--- src/rtl/muldiv_ctrl.sv ---
// Iterative multiply/divide unit: radix-2 shift-add multiply and restoring divide.
// Fixed latency of N+1 cycles from acceptance to the done pulse (N = 64 or 32 for W-forms).
package muldiv_pkg;
  localparam int unsigned XLEN = 64;
  localparam int unsigned WLEN = 32;

  typedef enum logic [3:0] {
    ALU_ADD  = 4'd0,
    ALU_SUB  = 4'd1,
    ALU_AND  = 4'd2,
    ALU_OR   = 4'd3,
    ALU_XOR  = 4'd4,
    ALU_SLL  = 4'd5,
    ALU_SRL  = 4'd6,
    ALU_SRA  = 4'd7,
    ALU_SLT  = 4'd8,
    ALU_SLTU = 4'd9,
    ALU_MUL  = 4'd10,
    ALU_DIV  = 4'd11,
    ALU_REM  = 4'd12
  } alufunc_t;
endpackage

module muldiv_ctrl
  import muldiv_pkg::*;
(
  input  logic            clk,
  input  logic            reset,
  input  logic            start,
  input  alufunc_t        func,
  input  logic            unsign,
  input  logic            word,
  input  logic [XLEN-1:0] srca,
  input  logic [XLEN-1:0] srcb,
  input  logic            flush,
  output logic            stall,
  output logic            done,
  output logic [XLEN-1:0] result
);

  localparam int unsigned CNT_W = 7;

  typedef enum logic [1:0] {IDLE, CALC, DONE} state_t;

  state_t          state, state_nxt;
  logic            legal_c, accept_c;
  logic [CNT_W-1:0] cnt;
  alufunc_t        op_q;
  logic            word_q, q_neg_q, r_neg_q;
  logic [XLEN-1:0] acc_q, x_q, y_q;
  logic [XLEN-1:0] acc_nxt, x_nxt, y_nxt;
  logic [XLEN:0]   rem_sh;
  logic [XLEN-1:0] res_raw, res_c;
  logic            sgn_a, sgn_b, a_neg, b_neg, b_zero;
  logic [XLEN-1:0] ext_a, ext_b, mag_a, mag_b;

  // FSM next state and acceptance
  always_comb begin
    state_nxt = state;
    legal_c   = (func == ALU_MUL) || (func == ALU_DIV) || (func == ALU_REM);
    accept_c  = 1'b0;
    if (state == IDLE) accept_c = start && legal_c && !flush;
    case (state)
      IDLE:    if (accept_c) state_nxt = CALC;
      CALC: begin
        if (flush)                   state_nxt = IDLE;
        else if (cnt == CNT_W'(1))   state_nxt = DONE;
      end
      DONE:    state_nxt = IDLE;
      default: state_nxt = IDLE;
    endcase
  end

  assign stall = (state == CALC) || accept_c;

  always_ff @(posedge clk or negedge reset) begin
    if (!reset) state <= IDLE;
    else        state <= state_nxt;
  end

  // Operand conditioning at acceptance: extension and magnitude for signed division
  always_comb begin
    sgn_a  = word ? srca[WLEN-1] : srca[XLEN-1];
    sgn_b  = word ? srcb[WLEN-1] : srcb[XLEN-1];
    a_neg  = !unsign && sgn_a;
    b_neg  = !unsign && sgn_b;
    ext_a  = srca;
    ext_b  = srcb;
    if (word) begin
      ext_a = unsign ? XLEN'(srca[WLEN-1:0]) : {{WLEN{srca[WLEN-1]}}, srca[WLEN-1:0]};
      ext_b = unsign ? XLEN'(srcb[WLEN-1:0]) : {{WLEN{srcb[WLEN-1]}}, srcb[WLEN-1:0]};
    end
    mag_a  = a_neg ? -ext_a : ext_a;
    mag_b  = b_neg ? -ext_b : ext_b;
    b_zero = word ? (srcb[WLEN-1:0] == '0) : (srcb == '0);
  end

  // One radix-2 iteration; x holds the multiplicand or the dividend/quotient shift register
  always_comb begin
    acc_nxt = acc_q;
    x_nxt   = x_q;
    y_nxt   = y_q;
    rem_sh  = {acc_q, x_q[XLEN-1]};
    if (op_q == ALU_MUL) begin
      acc_nxt = y_q[0] ? acc_q + x_q : acc_q;
      x_nxt   = {x_q[XLEN-2:0], 1'b0};
      y_nxt   = {1'b0, y_q[XLEN-1:1]};
    end else if (rem_sh >= {1'b0, y_q}) begin
      acc_nxt = rem_sh[XLEN-1:0] - y_q;
      x_nxt   = {x_q[XLEN-2:0], 1'b1};
    end else begin
      acc_nxt = rem_sh[XLEN-1:0];
      x_nxt   = {x_q[XLEN-2:0], 1'b0};
    end
  end

  // Sign fix-up and W-form extension of the final iteration's value
  always_comb begin
    case (op_q)
      ALU_MUL: res_raw = acc_nxt;
      ALU_DIV: res_raw = q_neg_q ? -x_nxt : x_nxt;
      default: res_raw = r_neg_q ? -acc_nxt : acc_nxt;
    endcase
    res_c = word_q ? {{WLEN{res_raw[WLEN-1]}}, res_raw[WLEN-1:0]} : res_raw;
  end

  always_ff @(posedge clk or negedge reset) begin
    if (!reset) begin
      cnt     <= '0;
      op_q    <= ALU_ADD;
      word_q  <= 1'b0;
      q_neg_q <= 1'b0;
      r_neg_q <= 1'b0;
      acc_q   <= '0;
      x_q     <= '0;
      y_q     <= '0;
      result  <= '0;
      done    <= 1'b0;
    end else begin
      done <= (state_nxt == DONE);
      if (accept_c) begin
        op_q   <= func;
        word_q <= word;
        cnt    <= word ? CNT_W'(WLEN) : CNT_W'(XLEN);
        acc_q  <= '0;
        if (func == ALU_MUL) begin
          x_q     <= srca;
          y_q     <= srcb;
          q_neg_q <= 1'b0;
          r_neg_q <= 1'b0;
        end else begin
          // W-form dividend sits in the upper half so 32 shifts consume it
          x_q     <= word ? {mag_a[WLEN-1:0], WLEN'(0)} : mag_a;
          y_q     <= mag_b;
          q_neg_q <= (a_neg ^ b_neg) && !b_zero;
          r_neg_q <= a_neg;
        end
      end else if (state == CALC && !flush) begin
        acc_q <= acc_nxt;
        x_q   <= x_nxt;
        y_q   <= y_nxt;
        cnt   <= cnt - CNT_W'(1);
        if (cnt == CNT_W'(1)) result <= res_c;
      end
    end
  end

endmodule
--- config.mk ---
export PLATFORM = sky130hd
export DESIGN_NAME = muldiv_ctrl
export DESIGN_NICKNAME = d
export VERILOG_FILES = /design/src/rtl/muldiv_ctrl.sv
export SDC_FILE = /design/constraint.sdc
export NUM_CORES = 1
export LEC_CHECK = 0
export CAP_MARGIN = 15
export CORE_MARGIN = 10
export CORE_UTILIZATION = 40
export DETAILED_ROUTE_END_ITERATION = 16
export HOLD_SLACK_MARGIN = 0.15
export PLACE_DENSITY_LB_ADDON = 0.05
export SLEW_MARGIN = 20
export SYNTH_ARGS = -nofsm -noshare
export SYNTH_HDL_FRONTEND = slang
export SYNTH_SLANG_ARGS = --single-unit
--- constraint.sdc ---
create_clock -name clk -period 7.48 [get_ports clk]
set_clock_uncertainty 0.2 [all_clocks]
set_input_delay 1.496 -clock clk [delete_from_list [all_inputs] [get_ports clk]]
set_output_delay 1.496 -clock clk [all_outputs]
set_load 0.05 [all_outputs]
==> impl_metrics.ini <==
[run_status]
status = complete, no violations

[critical_path]
endpoint_kind = register
crit_required_ns = 7.69
rrSetupSlack_ns = 0.81
crit_type = reg2reg
cp_max_fo = 12
startpoint_type = register
cp.arrival_ns = 6.88

[global_routing]
grt_pass1_wl_um = 241000
grt_pass1_vias = 33234
overflow = 0
grt_max_degree = 125
grt_use_total = 0.356
antenna_found_initial = 14

[clocking]
clock_latency_ns = 0.59
ctsResizeCount = 0
clockBufferDepth = 3
cts_setup_buffers = 0
hold_buffers = 0
path_clk_slew_ns = 0.06
cts_tree = done
h-tree-depth = 2
cts.sinks = 273
cts_root_buffer = clkbuf_16
cts_buffers = 37

[final_layout]
multiInputGateArea_sq_um = 23000
synthToLayoutAreaGrowth_pct = 14.5
nets = 4795
finalInstanceArea_sq_um = 36000
nFillCells = 8108
seq_area_sq_um = 6840
drive_gt1_frac = 0.0660

[floorplan]
die_y_um = 300
row_count = 102
die-width_um = 300
io_pins = 204
coreArea_sq_um = 77700
dieArea_sq_um = 90200
start_util = 0.405

[timing]
period_share = 0.892
max_slew.worst_pin.slew_ns = 1.12
setup_tns_ns = 0
post-route-min-period_ns = 6.67
hold_violations = 0
fin_ws_ns = 0.808
rsz0062_at_grt = no
relSlewSlack = 0.241
slew_viol_final = 0
timing.fmax_ghz = 0.150
setup_viol = 0

[detailed_routing]
vias = 37009
drt-wirelength-per-cell_um = 29.9
drtAntennaViolNets = 0
drt-pass1-iter-count = 8
vias_per_cell = 6.62
drcViolationCount = 0
wirelength_um = 167000
drt_iter0_drc = 5008

[power]
powerDensity_nw_per_um2 = 601
p_leak_uw = 0.0143
peakVddDrop_v = 0.000329

[synth]
synth.most_common_cell = nand2_1
synth_ff_type = dfrtp_1
ys_async_sr_fraction = 1.00
yosys-top-cells-area = dfrtp_1 22%, o21ai_0 7.7%, nand2_1 7.1%
syn_inst = 4444
synth.avg_cell_area_sq_um = 7.08
yosysWarnings = 0
synth.top_cells.by_count = 594 x nand2_1, 485 x o21ai_0, 392 x a21oi_1, 371 x nor2_1, 273 x dfrtp_1
syn_area_sq_um = 31400
syn-num-nets = 4717
ys_seq_area_frac = 0.217
synth_top_area_cell = dfrtp_1
ys_types = 100
synth_top_area_frac = 0.217
ys_ff_latch = 273
synth_edf_count = 0

[placement]
post_dp_cell_area_sq_um = 34800
place.port_buffers = 203
gp_congestion = 1.16
dp_slack_ns = 1.02
hpwl_um = 133000

[worst_hold_path]
hp-class = reg2reg

[run]
cap_violations = 0
-- per-layer routing --
layer  routed length, um  track usage  vias to the layer above
met5                  60            0                        -
met4                8970        0.160                       10
met3               21900        0.121                      351
met2               65300        0.485                     2293
met1               71100        0.495                    17656
li1                    -            -                    16699
-- worst max-delay path, stage by stage, from the launching register on --
cell and delay, ns:
dfrtp_1 0.63, ha_1 0.62, nand2_1 0.13, a2111oi_0 0.63, a211o_1 0.31, nand4_1 0.25
and3b_1 0.29, o311ai_0 0.84, o211ai_1 0.41, o211ai_1 0.30, nor3_2 0.06, buf_4 0.17
nand2_1 0.19, o21ai_0 0.14, xnor2_1 0.21, a21o_1 0.20, nor2_1 0.77, nor3_1 0.14
-- registers in the layout (all words and copies together) (netlist names) --
name,flops
x_q,64
op_q,4
result,64
y_q,64
cnt,7
q_neg_q,1
state,2
r_neg_q,1
word_q,1
done,1
acc_q,64
-- path summary, 6_finish.rpt --
kind                                  from         end  cells after the start
worst min-delay path            result[28]  result[28]                      2
min in group asynchronous            reset   acc_q[41]                      1
worst max-delay path               x_q[13]  result[58]                     17
worst max register to register     x_q[13]  result[58]                     17
worst min register to register  result[28]  result[28]                      2
max in group asynchronous            reset     op_q[0]                      2
-- power breakdown --
part	leakage [uW]	total, uW	internal [uW]	switching [uW]
logic	0.0102	16900	5340	11600
clock network	0.000585	1840	1080	766
registers	0.00357	2890	1890	996
-- area by class of cell --
type / count / area share
antenna: 2 / 0.000139
tap: 1040 / 0.0361
timing repair buffer: 343 / 0.0877
sequential: 273 / 0.190
clock buffer: 52 / 0.0290
clock inverter: 13 / 0.00434
inverter: 128 / 0.0133
multi-input combinational: 3739 / 0.639
-- per-stage QoR --
step	std cells	total power (uW)	hold WS (ns)	util
detailed placement	5523	18700	0.269	0.447
floorplan	4444	12500	0.249	-
CTS	5588	20700	0.281	0.463
finish	5590	21600	0.273	0.463
global route	5588	22500	0.300	0.463
global placement	5522	18800	0.260	0.447
-- cell usage in the layout (no fill, tap or decap), types with 30 or more instances in the layout --
| cell | synthesis | final |
|---|---|---|
| clkbuf_16 | 0 | 37 |
| o31ai_1 | 64 | 63 |
| nand2b_1 | 33 | 33 |
| o21ai_0 | 485 | 485 |
| xor2_1 | 133 | 133 |
| nor3_1 | 125 | 121 |
| xnor2_1 | 110 | 110 |
| or3_1 | 54 | 52 |
| a221oi_1 | 44 | 44 |
| a211oi_1 | 60 | 60 |
| dfrtp_1 | 273 | 269 |
| a31oi_1 | 101 | 101 |
| a211o_1 | 30 | 30 |
| clkdlybuf4s50_1 | 0 | 201 |
| nand2_1 | 594 | 592 |
| mux2i_1 | 87 | 87 |
| buf_4 | 3 | 134 |
| nand3_1 | 139 | 139 |
| nand4_1 | 72 | 72 |
| inv_1 | 126 | 126 |
| ha_1 | 133 | 133 |
| o22ai_1 | 47 | 47 |
| nor4_1 | 43 | 43 |
| a21oi_1 | 392 | 389 |
| nor2_1 | 371 | 369 |
| o211ai_1 | 78 | 78 |
| a21o_1 | 66 | 66 |
-- kinds of logic after synthesis --
kind of cell             Yosys count  synth area share
XOR/XNOR                         243            0.0677
AO/OA/AOI/OAI                   1639             0.330
flip-flops                       273             0.217
AND/OR/NAND/NOR                 1621             0.244
buffers and inverters            432            0.0542
adder cells (fa/ha/maj)          135            0.0542
multiplexers                     101            0.0327
Note: power is estimated with default switching activity, not from simulation.
